[src/rtl/bus_target_mem_pkg.sv]
`default_nettype none
// ============================================================================
// Module      : bus_target_mem_pkg
// Description : Phase codes and FSM state encodings shared by the 8080 bus
//               target, its bus interface and the benches that drive it.
// Revision    : 1.0 - initial release
// ============================================================================
package bus_target_mem_pkg;

    localparam logic [1:0] PH_ADDR_LO = 2'd0;
    localparam logic [1:0] PH_ADDR_HI = 2'd1;
    localparam logic [1:0] PH_READ    = 2'd2;
    localparam logic [1:0] PH_WRITE   = 2'd3;

    localparam int STATE_W = 3;

    typedef enum logic [STATE_W-1:0] {
        ST_IDLE    = 3'd0,
        ST_CAPTURE = 3'd1,
        ST_MEM     = 3'd2,
        ST_ACK     = 3'd3,
        ST_RELEASE = 3'd4
    } state_e;

endpackage
`default_nettype wire

[src/rtl/bus_target_mem_if.sv]
`default_nettype none
// ============================================================================
// Module      : bus_target_mem_if
// Description : Chip-side request/handshake bus plus the local backing-store
//               port; slave = the target, master = chip and memory side.
// Revision    : 1.0 - initial release
// ============================================================================
interface bus_target_mem_if;
    import bus_target_mem_pkg::*;

    logic        bus_handshake_req;
    logic [1:0]  bus_state;          // one of the PH_* codes
    logic        bus_io;
    logic [7:0]  bus_data_in;
    logic [7:0]  bus_data_out;
    logic        bus_data_oe;
    logic        bus_handshake_ack;

    logic [15:0] mem_addr;
    logic        mem_io;
    logic        mem_read;
    logic        mem_write;
    logic [7:0]  mem_wdata;
    logic [7:0]  mem_rdata;
    logic        mem_ready;

    modport slave (
        input  bus_handshake_req, bus_state, bus_io, bus_data_in,
        input  mem_rdata, mem_ready,
        output bus_data_out, bus_data_oe, bus_handshake_ack,
        output mem_addr, mem_io, mem_read, mem_write, mem_wdata
    );

    modport master (
        output bus_handshake_req, bus_state, bus_io, bus_data_in,
        output mem_rdata, mem_ready,
        input  bus_data_out, bus_data_oe, bus_handshake_ack,
        input  mem_addr, mem_io, mem_read, mem_write, mem_wdata
    );

endinterface
`default_nettype wire

[src/rtl/bus_target_mem_sync.sv]
`default_nettype none
// ============================================================================
// Module      : bus_target_mem_sync
// Description : Flop-chain synchroniser for a single asynchronous level.
// Revision    : 1.0 - initial release
// ============================================================================
module bus_target_mem_sync #(
    parameter int   STAGES    = 2,
    parameter logic RESET_VAL = 1'b0
) (
    input  wire logic clk,
    input  wire logic rst_n,
    input  wire logic d_i,
    output logic      q_o
);

    logic [STAGES-1:0] sync_q;

    always_ff @(posedge clk or negedge rst_n) begin
        if (!rst_n) begin
            sync_q <= {STAGES{RESET_VAL}};
        end else begin
            sync_q <= {sync_q[STAGES-2:0], d_i};
        end
    end

    assign q_o = sync_q[STAGES-1];

endmodule
`default_nettype wire

[src/rtl/bus_target_mem.sv]
`default_nettype none
// ============================================================================
// Module      : bus_target_mem
// Description : 8080 chip-bus target: decodes address/data phases under the
//               four-phase handshake and services them on a backing store.
// Revision    : 1.0 - initial release
// ============================================================================
module bus_target_mem
    import bus_target_mem_pkg::*;
#(
    parameter bit AUTO_INC = 1'b0
) (
    input  wire logic        clk,
    input  wire logic        rst_n,
    bus_target_mem_if.slave  bus
);

    state_e      state_q, state_d;
    logic        req_s;
    logic        req_prev_q;
    logic        req_rise;
    logic [1:0]  phase_q;
    logic [7:0]  data_q;
    logic [15:0] addr_q;
    logic        mem_io_q;
    logic        mem_read_q;
    logic        mem_write_q;
    logic [7:0]  rdata_q;
    logic        oe_q;
    logic        mem_busy;
    logic        ack;

    // Syncing flops reset high so a request already asserted at reset release
    // cannot look like a fresh rising edge.
    bus_target_mem_sync #(
        .STAGES    (2),
        .RESET_VAL (1'b1)
    ) u_req_sync (
        .clk   (clk),
        .rst_n (rst_n),
        .d_i   (bus.bus_handshake_req),
        .q_o   (req_s)
    );

    assign req_rise = req_s & ~req_prev_q;
    assign mem_busy = mem_read_q | mem_write_q;

    always_ff @(posedge clk or negedge rst_n) begin
        if (!rst_n) begin
            state_q <= ST_IDLE;
        end else begin
            state_q <= state_d;
        end
    end

    always_comb begin
        state_d = state_q;
        case (state_q)
            ST_IDLE:    if (req_rise) state_d = ST_CAPTURE;
            ST_CAPTURE: state_d = phase_q[1] ? ST_MEM : ST_ACK;
            ST_MEM:     if (!mem_busy) state_d = ST_ACK;
            ST_ACK:     if (!req_s) state_d = ST_RELEASE;
            ST_RELEASE: state_d = ST_IDLE;
            default:    state_d = ST_IDLE;
        endcase
    end

    always_comb begin
        ack = 1'b0;
        if (state_q == ST_ACK) ack = 1'b1;
    end

    // The bus fields are captured on the edge that enters CAPTURE, so the
    // memory request is already presented during CAPTURE. MEM then waits for
    // the request to retire, which leaves read data one cycle ahead of ack.
    always_ff @(posedge clk or negedge rst_n) begin
        if (!rst_n) begin
            req_prev_q  <= 1'b1;
            phase_q     <= PH_ADDR_LO;
            data_q      <= 8'h00;
            addr_q      <= 16'h0000;
            mem_io_q    <= 1'b0;
            mem_read_q  <= 1'b0;
            mem_write_q <= 1'b0;
            rdata_q     <= 8'h00;
            oe_q        <= 1'b0;
        end else begin
            req_prev_q <= req_s;
            if (state_q == ST_IDLE && req_rise) begin
                phase_q     <= bus.bus_state;
                data_q      <= bus.bus_data_in;
                mem_read_q  <= (bus.bus_state == PH_READ);
                mem_write_q <= (bus.bus_state == PH_WRITE);
                if (bus.bus_state[1]) mem_io_q <= bus.bus_io;
            end
            if (state_q == ST_CAPTURE) begin
                if (phase_q == PH_ADDR_LO) addr_q[7:0]  <= data_q;
                if (phase_q == PH_ADDR_HI) addr_q[15:8] <= data_q;
            end
            if (mem_busy && bus.mem_ready) begin
                mem_read_q  <= 1'b0;
                mem_write_q <= 1'b0;
                if (mem_read_q) begin
                    rdata_q <= bus.mem_rdata;
                    oe_q    <= 1'b1;
                end
                if (AUTO_INC) addr_q <= addr_q + 16'd1;
            end
            if (state_q == ST_ACK && !req_s) oe_q <= 1'b0;
        end
    end

    assign bus.bus_handshake_ack = ack;
    assign bus.bus_data_out      = rdata_q;
    assign bus.bus_data_oe       = oe_q;
    assign bus.mem_addr          = addr_q;
    assign bus.mem_io            = mem_io_q;
    assign bus.mem_read          = mem_read_q;
    assign bus.mem_write         = mem_write_q;
    assign bus.mem_wdata         = data_q;

endmodule
`default_nettype wire
[src/flat_wrapper.sv]
// flat-port wrapper written by rule: the top's interface ports become plain ports
module bus_target_mem_flat import bus_target_mem_pkg::*;
#(
    parameter bit AUTO_INC = 1'b0
)
  (clk, rst_n, bus_bus_handshake_req, bus_bus_state, bus_bus_io, bus_bus_data_in, bus_mem_rdata, bus_mem_ready, bus_bus_data_out, bus_bus_data_oe, bus_bus_handshake_ack, bus_mem_addr, bus_mem_io, bus_mem_read, bus_mem_write, bus_mem_wdata);
  bus_target_mem_if bus_i ();
  input  wire logic clk;
  input  wire logic rst_n;
  input wire logic [$bits(bus_i.bus_handshake_req)-1:0] bus_bus_handshake_req;
  input wire logic [$bits(bus_i.bus_state)-1:0] bus_bus_state;
  input wire logic [$bits(bus_i.bus_io)-1:0] bus_bus_io;
  input wire logic [$bits(bus_i.bus_data_in)-1:0] bus_bus_data_in;
  input wire logic [$bits(bus_i.mem_rdata)-1:0] bus_mem_rdata;
  input wire logic [$bits(bus_i.mem_ready)-1:0] bus_mem_ready;
  output wire logic [$bits(bus_i.bus_data_out)-1:0] bus_bus_data_out;
  output wire logic [$bits(bus_i.bus_data_oe)-1:0] bus_bus_data_oe;
  output wire logic [$bits(bus_i.bus_handshake_ack)-1:0] bus_bus_handshake_ack;
  output wire logic [$bits(bus_i.mem_addr)-1:0] bus_mem_addr;
  output wire logic [$bits(bus_i.mem_io)-1:0] bus_mem_io;
  output wire logic [$bits(bus_i.mem_read)-1:0] bus_mem_read;
  output wire logic [$bits(bus_i.mem_write)-1:0] bus_mem_write;
  output wire logic [$bits(bus_i.mem_wdata)-1:0] bus_mem_wdata;
  assign bus_i.bus_handshake_req = bus_bus_handshake_req;
  assign bus_i.bus_state = bus_bus_state;
  assign bus_i.bus_io = bus_bus_io;
  assign bus_i.bus_data_in = bus_bus_data_in;
  assign bus_i.mem_rdata = bus_mem_rdata;
  assign bus_i.mem_ready = bus_mem_ready;
  assign bus_bus_data_out = bus_i.bus_data_out;
  assign bus_bus_data_oe = bus_i.bus_data_oe;
  assign bus_bus_handshake_ack = bus_i.bus_handshake_ack;
  assign bus_mem_addr = bus_i.mem_addr;
  assign bus_mem_io = bus_i.mem_io;
  assign bus_mem_read = bus_i.mem_read;
  assign bus_mem_write = bus_i.mem_write;
  assign bus_mem_wdata = bus_i.mem_wdata;
  bus_target_mem #(.AUTO_INC(AUTO_INC)) u_core (.clk(clk), .rst_n(rst_n), .bus(bus_i));
endmodule
[config.mk]
export PLATFORM = sky130hd
export DESIGN_NAME = bus_target_mem_flat
export DESIGN_NICKNAME = d
export VERILOG_FILES = /design/src/rtl/bus_target_mem_pkg.sv /design/src/rtl/bus_target_mem_if.sv /design/src/rtl/bus_target_mem_sync.sv /design/src/rtl/bus_target_mem.sv /design/src/flat_wrapper.sv
export SDC_FILE = /design/constraint.sdc
export NUM_CORES = 1
export LEC_CHECK = 0
export CAP_MARGIN = 20
export CORE_ASPECT_RATIO = 2
export CORE_MARGIN = 2
export CORE_UTILIZATION = 40
export DETAILED_ROUTE_END_ITERATION = 10
export PLACE_DENSITY = 0.75
export SLEW_MARGIN = 20
export SYNTH_ARGS = -nofsm -noshare
export SYNTH_HDL_FRONTEND = slang
export SYNTH_SLANG_ARGS = --single-unit
[constraint.sdc]
create_clock -name clk -period 1.7 [get_ports clk]
set_input_delay 0.255 -clock clk [delete_from_list [all_inputs] [get_ports clk]]
set_output_delay 0.255 -clock clk [all_outputs]
set_load 0.005 [all_outputs]
# == After elaboration in Yosys (flattened, before gate mapping) ==
# Index checks and enable logic that the tools add are counted.
# word_totals
regBits,44
latch_bits,0
ramBits,0
mem_bits_ro,0
inputBits,23
out_inout_bits,37
elab_cells,52
mem_count,0
# classes
add_sub_neg,0
mul,0
div_mod_pow,0
n_lt_le_gt_ge,0
eq_ne,9
n_shift,0
mux,13
bitwise,3
reduce_logical,15
# ops
operator,n
3-bit case mux with 4 select lines,1
2-bit AND reduction,5
1-bit two-way mux,9
3-bit two-way mux,3
3-bit by 2-bit == test with 1-bit output (second input constant),2
2-bit nonzero test,3
2-bit == test (second input constant),2
2-bit != test (second input constant),2
3-bit by 1-bit == test with 1-bit output (second input constant),1
1-bit logical AND,3
3-bit logical NOT,1
3-bit AND reduction,1
2-bit by 1-bit == test with 1-bit output (second input constant),1
2-bit logical NOT,1
2-bit by 1-bit != test with 1-bit output (second input constant),1
1-bit bitwise AND,1
1-bit logical NOT,1
1-bit inverter,1
1-bit bitwise OR,1

# == Logic depth before layout (Yosys ltp) ==
# Gate-level depths: netlist of run 1.
# logic_depth
ltp_word,5
ltp_mapped,5
mapped_depth_nobuf,3

# == Cells and area by module ==
# A second synthesis of run 1 with hierarchy kept.
# unflattened
cells_unflattened,111
hier_area_um2,1760.4
# by_module_without_submodules
module,instances,cells_per_inst,area_each_um2,seq_area_each_um2
bus_target_mem,1,109,1707.9,1052.3
bus_target_mem_sync,1,2,52.6,52.6

# == Least setup slack after synthesis of run 1 ==
# OpenSTA, ideal clock, no wires.
# synth_path
path_kind,reg2reg
startpoint,register u_core.u_req_sync.sync_q[1]
endpoint,"register u_core.data_q[0], in the netlist u_core.bus.mem_wdata[0]"
setup_ns,0.125
t_arrival_ns,1.603
required_ns,1.575
setup_slack_ns,-0.028
path_stages_with_launch,5
n_path_buf,1
period_less_slack_ns,1.728
cell_sequence,dfstp_2 or4b_4 nor2_4 buf_12 mux2_4
# synth_between
elab_chain_len,2
# synth_lines
item,line,source
"start, declared",bus_target_mem_sync.sv:17,logic [STAGES-1:0] sync_q;
"start signal, assigned",bus_target_mem_sync.sv:21,sync_q <= {STAGES{RESET_VAL}};
"start signal, assigned",bus_target_mem_sync.sv:23,"sync_q <= {sync_q[STAGES-2:0], d_i};"
1-bit bitwise AND,bus_target_mem.sv:45,assign req_rise = req_s & ~req_prev_q;
1-bit logical AND,bus_target_mem.sv:89,if (state_q == ST_IDLE && req_rise) begin
"end signal, assigned",bus_target_mem.sv:91,data_q <= bus.bus_data_in;
"end, declared",bus_target_mem.sv:23,logic [7:0] data_q;
# No other way between the ends.
# A chain may end at the register's enable or synchronous reset.

# == Final worst setup path of run 1 ==
# layout_path
startpoint,register u_core.u_req_sync.sync_q[1]
endpoint,"register u_core.data_q[5], in the netlist u_core.bus.mem_wdata[5]"
# Same word-level chain as after synthesis.

==> reports/results.ini, run 1 <==
[setup_path]
critical_path_class=reg -> reg
rr_startpoint=u_core.u_req_sync.sync_q[1]$_DFF_PN1_
crit_path_max_fanout=8
crit_start=u_core.u_req_sync.sync_q[1]$_DFF_PN1_
arrival_ns=1.94
cp-end-kind=flip-flop
startpoint_type=flip-flop
required_ns=1.88

[die]
rows=34
die_y_um=98.6
core-area_um2=4340
die_x_um=51.3
start_util_pct=41.3
dieArea_um2=5060
io_pins=60

[clocking]
cts_tree=built
clk_path_buf_depth=2
post_cts_buffers=0
cts_buffers=5
cts_root_buf=clkbuf_8
clock_latency_ns=0.29
clkTransAtPathRegs_ns=0.08
cts_sinks=44
cts.htree.levels=2

[route]
routed_wl_um=3930
dr_total_vias=1237
avgRoutedWirePerCell_um=16.0
via_per_inst=5.05
drtIter0Drc=11
drc_errors=0
drt_first_pass_iters=4
final_antenna_net_count=0

[power_and_ir_drop]
clock_power_share_pct=17.3
p_leak_nw=1.13
power_density_nw_per_um2=1680
vdd_drop_max_uv=917
p_sw_share_pct=27.1
p_sw_mw=1.20
comb_power_share_pct=41.4
intPower_mw=3.22
p_seq_share_pct=41.3
power_mw=4.41

[job]
max_cap_viol_count=0

[cells_and_area]
multi_input_area_um2=647
post-route-util_pct=60.7
drive_gt1_share_pct=31.4
fin_area_um2=2630
fin_nets=213
antennaDiodeCount=0
syn2layout_area_growth_pct=47.0
area.sequential_um2=1100
fillers=375

[placement]
dpl.hpwl_um=3110
routabilityCongestion=0.898
portBuffers=59
placed_area_um2=2500

[grt]
antenna_found_initial=0
first_global_vias=1351
grt_remaining_overflow=0
grt_start_max_net_pins=24
grt_usage_pct=17.7
grt_first_pass_wirelength_um=6620

[synth]
synth_area_leaders=dfrtp_1 57%, mux2_2 16%, mux2_4 7.5%
synth_area_leader_cell=dfrtp_1
avgSynthCellArea_um2=15.3
synth_seq_area_share_pct=61.7
synth_cell_type_count=26
syn_inst=117
synth.cell_area_um2=1790
yosysWarnings=0
syn-num-nets=140
synth_seq_cells=44
synth_top_area_share_pct=57.3

[worst_hold_path]
hold_path_class=reg -> reg
worstHoldStart=u_core.u_req_sync.sync_q[0]$_DFF_PN1_

[timing]
setup_viol=10
setup_slack_ns=-0.0588
hold_ws_ns=0.361
relSlewSlack_pct=66.1
worst_pin_slew_ns=0.508
maxSlewViolCount=0
finalHoldViolations=0
period_needed_ns=1.76
fmax_ghz=0.569
rsz0062_at_grt=true
period_share_pct=103
final.setup_skew_ns=0.00725

[status]
status=complete, but fails checks
failed_checks=setup timing

==> cells in the final DEF (no fill, tap or decap) <==
master	count
dfstp_2	3
nor3_1	2
mux2_2	25
buf_6	1
nor2_4	1
nor3b_1	3
bufinv_16	1
dlygate4sd3_1	1
clkbuf_8	5
or4b_4	1
nand3_1	2
nor4b_1	1
nor2_1	5
o211ai_1	1
nand2_1	2
a211oi_1	2
o311ai_0	1
buf_2	1
buf_4	7
nor2b_1	3
mux2_4	10
nand2b_1	1
nand4_1	1
nor3b_2	1
a21oi_1	2
dfrtp_1	41
dlygate4sd2_1	1
nor4b_2	1
nand3b_1	1
clkbuf_1	1
buf_12	2
clkdlybuf4s50_1	57
clkinv_2	1
o21ai_0	1
inv_1	2
==> final timing paths <==
kind / endpoint / cells past startpoint / slack [ns]
max in group asynchronous: u_core.bus.mem_addr[15]$_DFFE_PN0P_ / 3 / 0.73
max: u_core.bus.mem_wdata[5]$_DFFE_PN0P_ / 4 / -0.06
min in group asynchronous: u_core.bus.mem_write$_DFFE_PN0P_ / 2 / 0.48
max reg2reg: u_core.bus.mem_wdata[5]$_DFFE_PN0P_ / 4 / -0.06
min reg2reg: u_core.u_req_sync.sync_q[1]$_DFF_PN1_ / 0 / 0.36
min: u_core.u_req_sync.sync_q[1]$_DFF_PN1_ / 0 / 0.36
==> routing by layer <==
| metal | wire length [µm] | track usage (%) | part of all wire [%] | up-vias |
|---|---|---|---|---|
| li1 | - | - | - | 562 |
| met1 | 1320 | 18.6 | 34 | 622 |
| met3 | 185 | 4.24 | 4.7 | 8 |
| met2 | 2320 | 31.8 | 59 | 45 |
| met4 | 98 | 8.30 | 2.5 | 0 |
| met5 | 0 | 0 | 0 | - |
==> state kept, by name (all words and copies together), names as in the netlist <==
register	count
u_core.bus.mem_addr	16
u_core.bus.bus_data_out	8
u_core.bus.mem_wdata	8
u_core.state_q	3
u_core.phase_q	2
u_core.u_req_sync.sync_q	2
u_core.bus.bus_data_oe	1
u_core.bus.mem_io	1
u_core.bus.mem_read	1
u_core.bus.mem_write	1
u_core.req_prev_q	1
==> cell type report <==
type / count / area share (%)
clock inverters: 2 / 1.33
repair buffers: 70 / 26.5
clock buffers: 6 / 2.76
inverters: 2 / 0.285
flip-flops and latches: 44 / 42.0
well taps: 54 / 2.57
multi-input cells: 67 / 24.6
==> worst max-delay path: stages, from the launching register on <==
cell,delay [ns]
dfstp_2,0.54
or4b_4,0.50
nor2_4,0.16
buf_12,0.15
mux2_4,0.30
==> metrics by stage <==
stage                     instances  setup TNS [ns]  worst slack (ns)
after floorplan                 117          -0.255           -0.0283
after global placement          236         -0.0202          -0.00311
after detailed placement        236          -0.414           -0.0520
after CTS                       245          -0.442           -0.0626
after global routing            245          -0.616           -0.0706
final                           245          -0.453           -0.0588
==> cell families after synthesis <==
| logic type | Yosys count | share of synthesized area [%] |
|---|---|---|
| compound gates | 7 | 2.59 |
| mux | 35 | 23.9 |
| simple gates | 25 | 9.09 |
| flops | 44 | 61.7 |
| buf+inv | 6 | 2.73 |
==> synthesized netlist by cell type <==
cell type  instances
a211oi_1           2
a21oi_1            2
mux2_4             9
or4b_4             1
nor2_4             1
dfrtp_1           41
nand3b_1           1
dfstp_2            3
nor2b_1            3
nor3b_1            3
mux2_2            26
inv_1              2
buf_2              2
o311ai_0           1
o211ai_1           1
nor2_1             5
buf_12             1
nor3_1             2
nor3b_2            1
nand3_1            2
nand4_1            1
o21ai_0            1
nor4b_1            2
buf_6              1
nand2b_1           1
nand2_1            2
==> power groups by stage <==
stage,registers [mW],clock network (mW),logic (mW)
2_1_floorplan,1.81,0,0.749
3_3_place_gp,1.80,0,1.78
3_5_place_dp,1.83,0,1.84
4_1_cts,1.83,0.792,1.86
5_1_grt,1.88,0.844,1.97
6_report,1.82,0.764,1.83
==> timing repair <==
action,CTS,global route
setup endpoints to repair,21,10
endpoints found under the hold margin,18,0
gates resized for setup,4,0
hold buffers,1,0
Power figures use the tool's default switching activity.
==> run 2: changes to the inputs <==
--- a/config.mk
+++ b/config.mk
@@ -10,6 +10,8 @@
 export CORE_MARGIN = 2
 export CORE_UTILIZATION = 40
 export DETAILED_ROUTE_END_ITERATION = 10
+export GPL_ROUTABILITY_DRIVEN = 0
+export GPL_TIMING_DRIVEN = 1
 export PLACE_DENSITY = 0.75
 export SLEW_MARGIN = 20
 export SYNTH_ARGS = -nofsm -noshare
==> results of run 2 <==
No change in the layout: final DEF, timing and power equal those of run 1.
==> run 3: changes to the inputs <==
--- a/config.mk
+++ b/config.mk
@@ -13,6 +13,7 @@
 export GPL_ROUTABILITY_DRIVEN = 0
 export GPL_TIMING_DRIVEN = 1
 export PLACE_DENSITY = 0.75
+export SKIP_LAST_GASP = 1
 export SLEW_MARGIN = 20
 export SYNTH_ARGS = -nofsm -noshare
 export SYNTH_HDL_FRONTEND = slang
==> run 3 against run 2 <==
Against the previous run:
- the run still ends with setup timing left
- worst setup slack lost 0.0018 ns
- first-iteration DRC count unchanged
- routed wire length down 0.18%
- flip-flop and latch count is the same
- non-clock buffer count stayed put
- register-to-register slack hardly changed
- largest power group unchanged
- highest routed layer unchanged
==> reports/results.ini, run 3 (synthesis results as in run 1) <==
[power_and_ir_drop]
p_seq_share_pct=41.3
vdd_drop_max_uv=917
p_sw_share_pct=27.1
clock_power_share_pct=17.3
power_density_nw_per_um2=1680
power_mw=4.41
comb_power_share_pct=41.4
p_sw_mw=1.20
p_leak_nw=1.13
intPower_mw=3.22

[setup_path]
cp-end-kind=flip-flop
crit_path_max_fanout=8
required_ns=1.88
r2r-end=u_core.bus.mem_wdata[5]$_DFFE_PN0P_
startpoint_type=flip-flop
arrival_ns=1.94
worstRegToRegCells=4
critical_path_class=reg -> reg
rrSetupSlack_ns=-0.06
rr_startpoint=u_core.u_req_sync.sync_q[1]$_DFF_PN1_

[die]
io_pins=60
core-area_um2=4340
die_x_um=51.3
die_y_um=98.6
dieArea_um2=5060
start_util_pct=41.3
rows=34

[route]
avgRoutedWirePerCell_um=16.0
dr_total_vias=1235
drc_errors=0
routed_wl_um=3920
drtIter0Drc=11
drt_first_pass_iters=4
via_per_inst=5.04
final_antenna_net_count=0

[timing]
fmax_ghz=0.568
rsz0062_at_grt=true
maxSlewViolCount=0
period_share_pct=104
setup_slack_ns=-0.0606
setup_viol=10
final.setup_skew_ns=0.00742
period_needed_ns=1.76
worst_pin_slew_ns=0.507
finalHoldViolations=0
relSlewSlack_pct=66.2

[clocking]
cts_root_buf=clkbuf_8
cts_sinks=44
clk_path_buf_depth=2
cts_buffers=5
clkTransAtPathRegs_ns=0.08
cts_tree=built
cts.htree.levels=2
clock_latency_ns=0.29

[grt]
first_global_vias=1348
grt_start_max_net_pins=24
grt_remaining_overflow=0
antenna_found_initial=0
grt_first_pass_wirelength_um=6570
grt_usage_pct=17.5

[worst_hold_path]
min_path_cells=0
holdPathEnd=u_core.u_req_sync.sync_q[1]$_DFF_PN1_
worstHoldStart=u_core.u_req_sync.sync_q[0]$_DFF_PN1_
hold_path_class=reg -> reg

[job]
max_cap_viol_count=0

[cells_and_area]
largest_reg_flops=16
layout_common_cells=57 x clkdlybuf4s50_1, 41 x dfrtp_1, 25 x mux2_2
fin_nets=213
drive_gt1_share_pct=31.4
syn2layout_area_growth_pct=47.0
layout_commonest_cell=clkdlybuf4s50_1
antennaDiodeCount=0

[placement]
portBuffers=59
pre_cts_ws_ns=-0.0520
dpl.hpwl_um=3110

[status]
failed_checks=setup timing
status=complete, but fails checks

[run 3: cell counts in the layout (fill, tap and decap cells not counted)]
Identical to the previous run, type by type.
[run 3: power by group through the flow]
stage	Combinational [mW]	Clock, mW	Sequential (mW)
floorplan	0.749	0	1.81
global placement	1.78	0	1.80
detailed placement	1.84	0	1.83
CTS	1.85	0.792	1.83
global route	1.97	0.844	1.88
finish	1.83	0.764	1.82
[run 3: worst max path at each step]
stage / from / end / slack, ns / cells past startpoint
after floorplan: u_core.u_req_sync.sync_q[1]$_DFF_PN1_ / u_core.bus.mem_wdata[0]$_DFFE_PN0P_ / -0.03 / 4
after global placement: u_core.u_req_sync.sync_q[1]$_DFF_PN1_ / u_core.bus.mem_wdata[6]$_DFFE_PN0P_ / -0.003 / 4
after detailed placement: u_core.u_req_sync.sync_q[1]$_DFF_PN1_ / u_core.bus.mem_wdata[5]$_DFFE_PN0P_ / -0.05 / 4
after CTS: u_core.u_req_sync.sync_q[1]$_DFF_PN1_ / u_core.bus.mem_wdata[5]$_DFFE_PN0P_ / -0.06 / 4
after global routing: u_core.u_req_sync.sync_q[1]$_DFF_PN1_ / u_core.bus.mem_wdata[7]$_DFFE_PN0P_ / -0.07 / 4
final: u_core.u_req_sync.sync_q[1]$_DFF_PN1_ / u_core.bus.mem_wdata[5]$_DFFE_PN0P_ / -0.06 / 4
[run 3: critical path: stages (launching register included)]
cell     delay, ns
dfstp_2       0.54
or4b_4        0.50
nor2_4        0.16
buf_12        0.15
mux2_4        0.30
[run 3: layout make-up]
class	instances	area, µm²
Fill cell	375	1710
Tap cell	54	67.6
Sequential cell	44	1100
Clock inverter	2	35.0
Inverter	2	7.51
Clock buffer	6	72.6
Multi-Input combinational cell	67	647
Timing Repair Buffer	70	698
[run 3: per-layer routing]
layer  GRT usage, %  routed length, µm  up-vias  share of wire [%]
li1               -                  -      565                  -
met1           18.5               1320      621                 34
met2           31.4               2330       41                 59
met3           4.24                177        8                4.5
met4           8.30                 98        0                2.5
met5              0                  0        -                  0
[run 3: metrics by stage]
stage / area [µm²] / utilization [%] / hold WS [ns] / instances / setup TNS [ns]
after floorplan: 1790 / - / -0.0406 / 117 / -0.255
after global placement: 2500 / 57.7 / 0.247 / 236 / -0.0202
after detailed placement: 2500 / 57.7 / 0.250 / 236 / -0.414
after CTS: 2630 / 60.6 / 0.364 / 245 / -0.448
after global routing: 2630 / 60.7 / 0.365 / 245 / -0.594
final: 2630 / 60.7 / 0.361 / 245 / -0.446
[run 3: repair_timing]
item	in CTS	in global routing
setup buffers	0	0
hold endpoints to repair	18	0
gates resized for setup	3	1
pin swaps	0	1
setup endpoints to repair	21	10
gates cloned	0	0
hold buffers	1	0
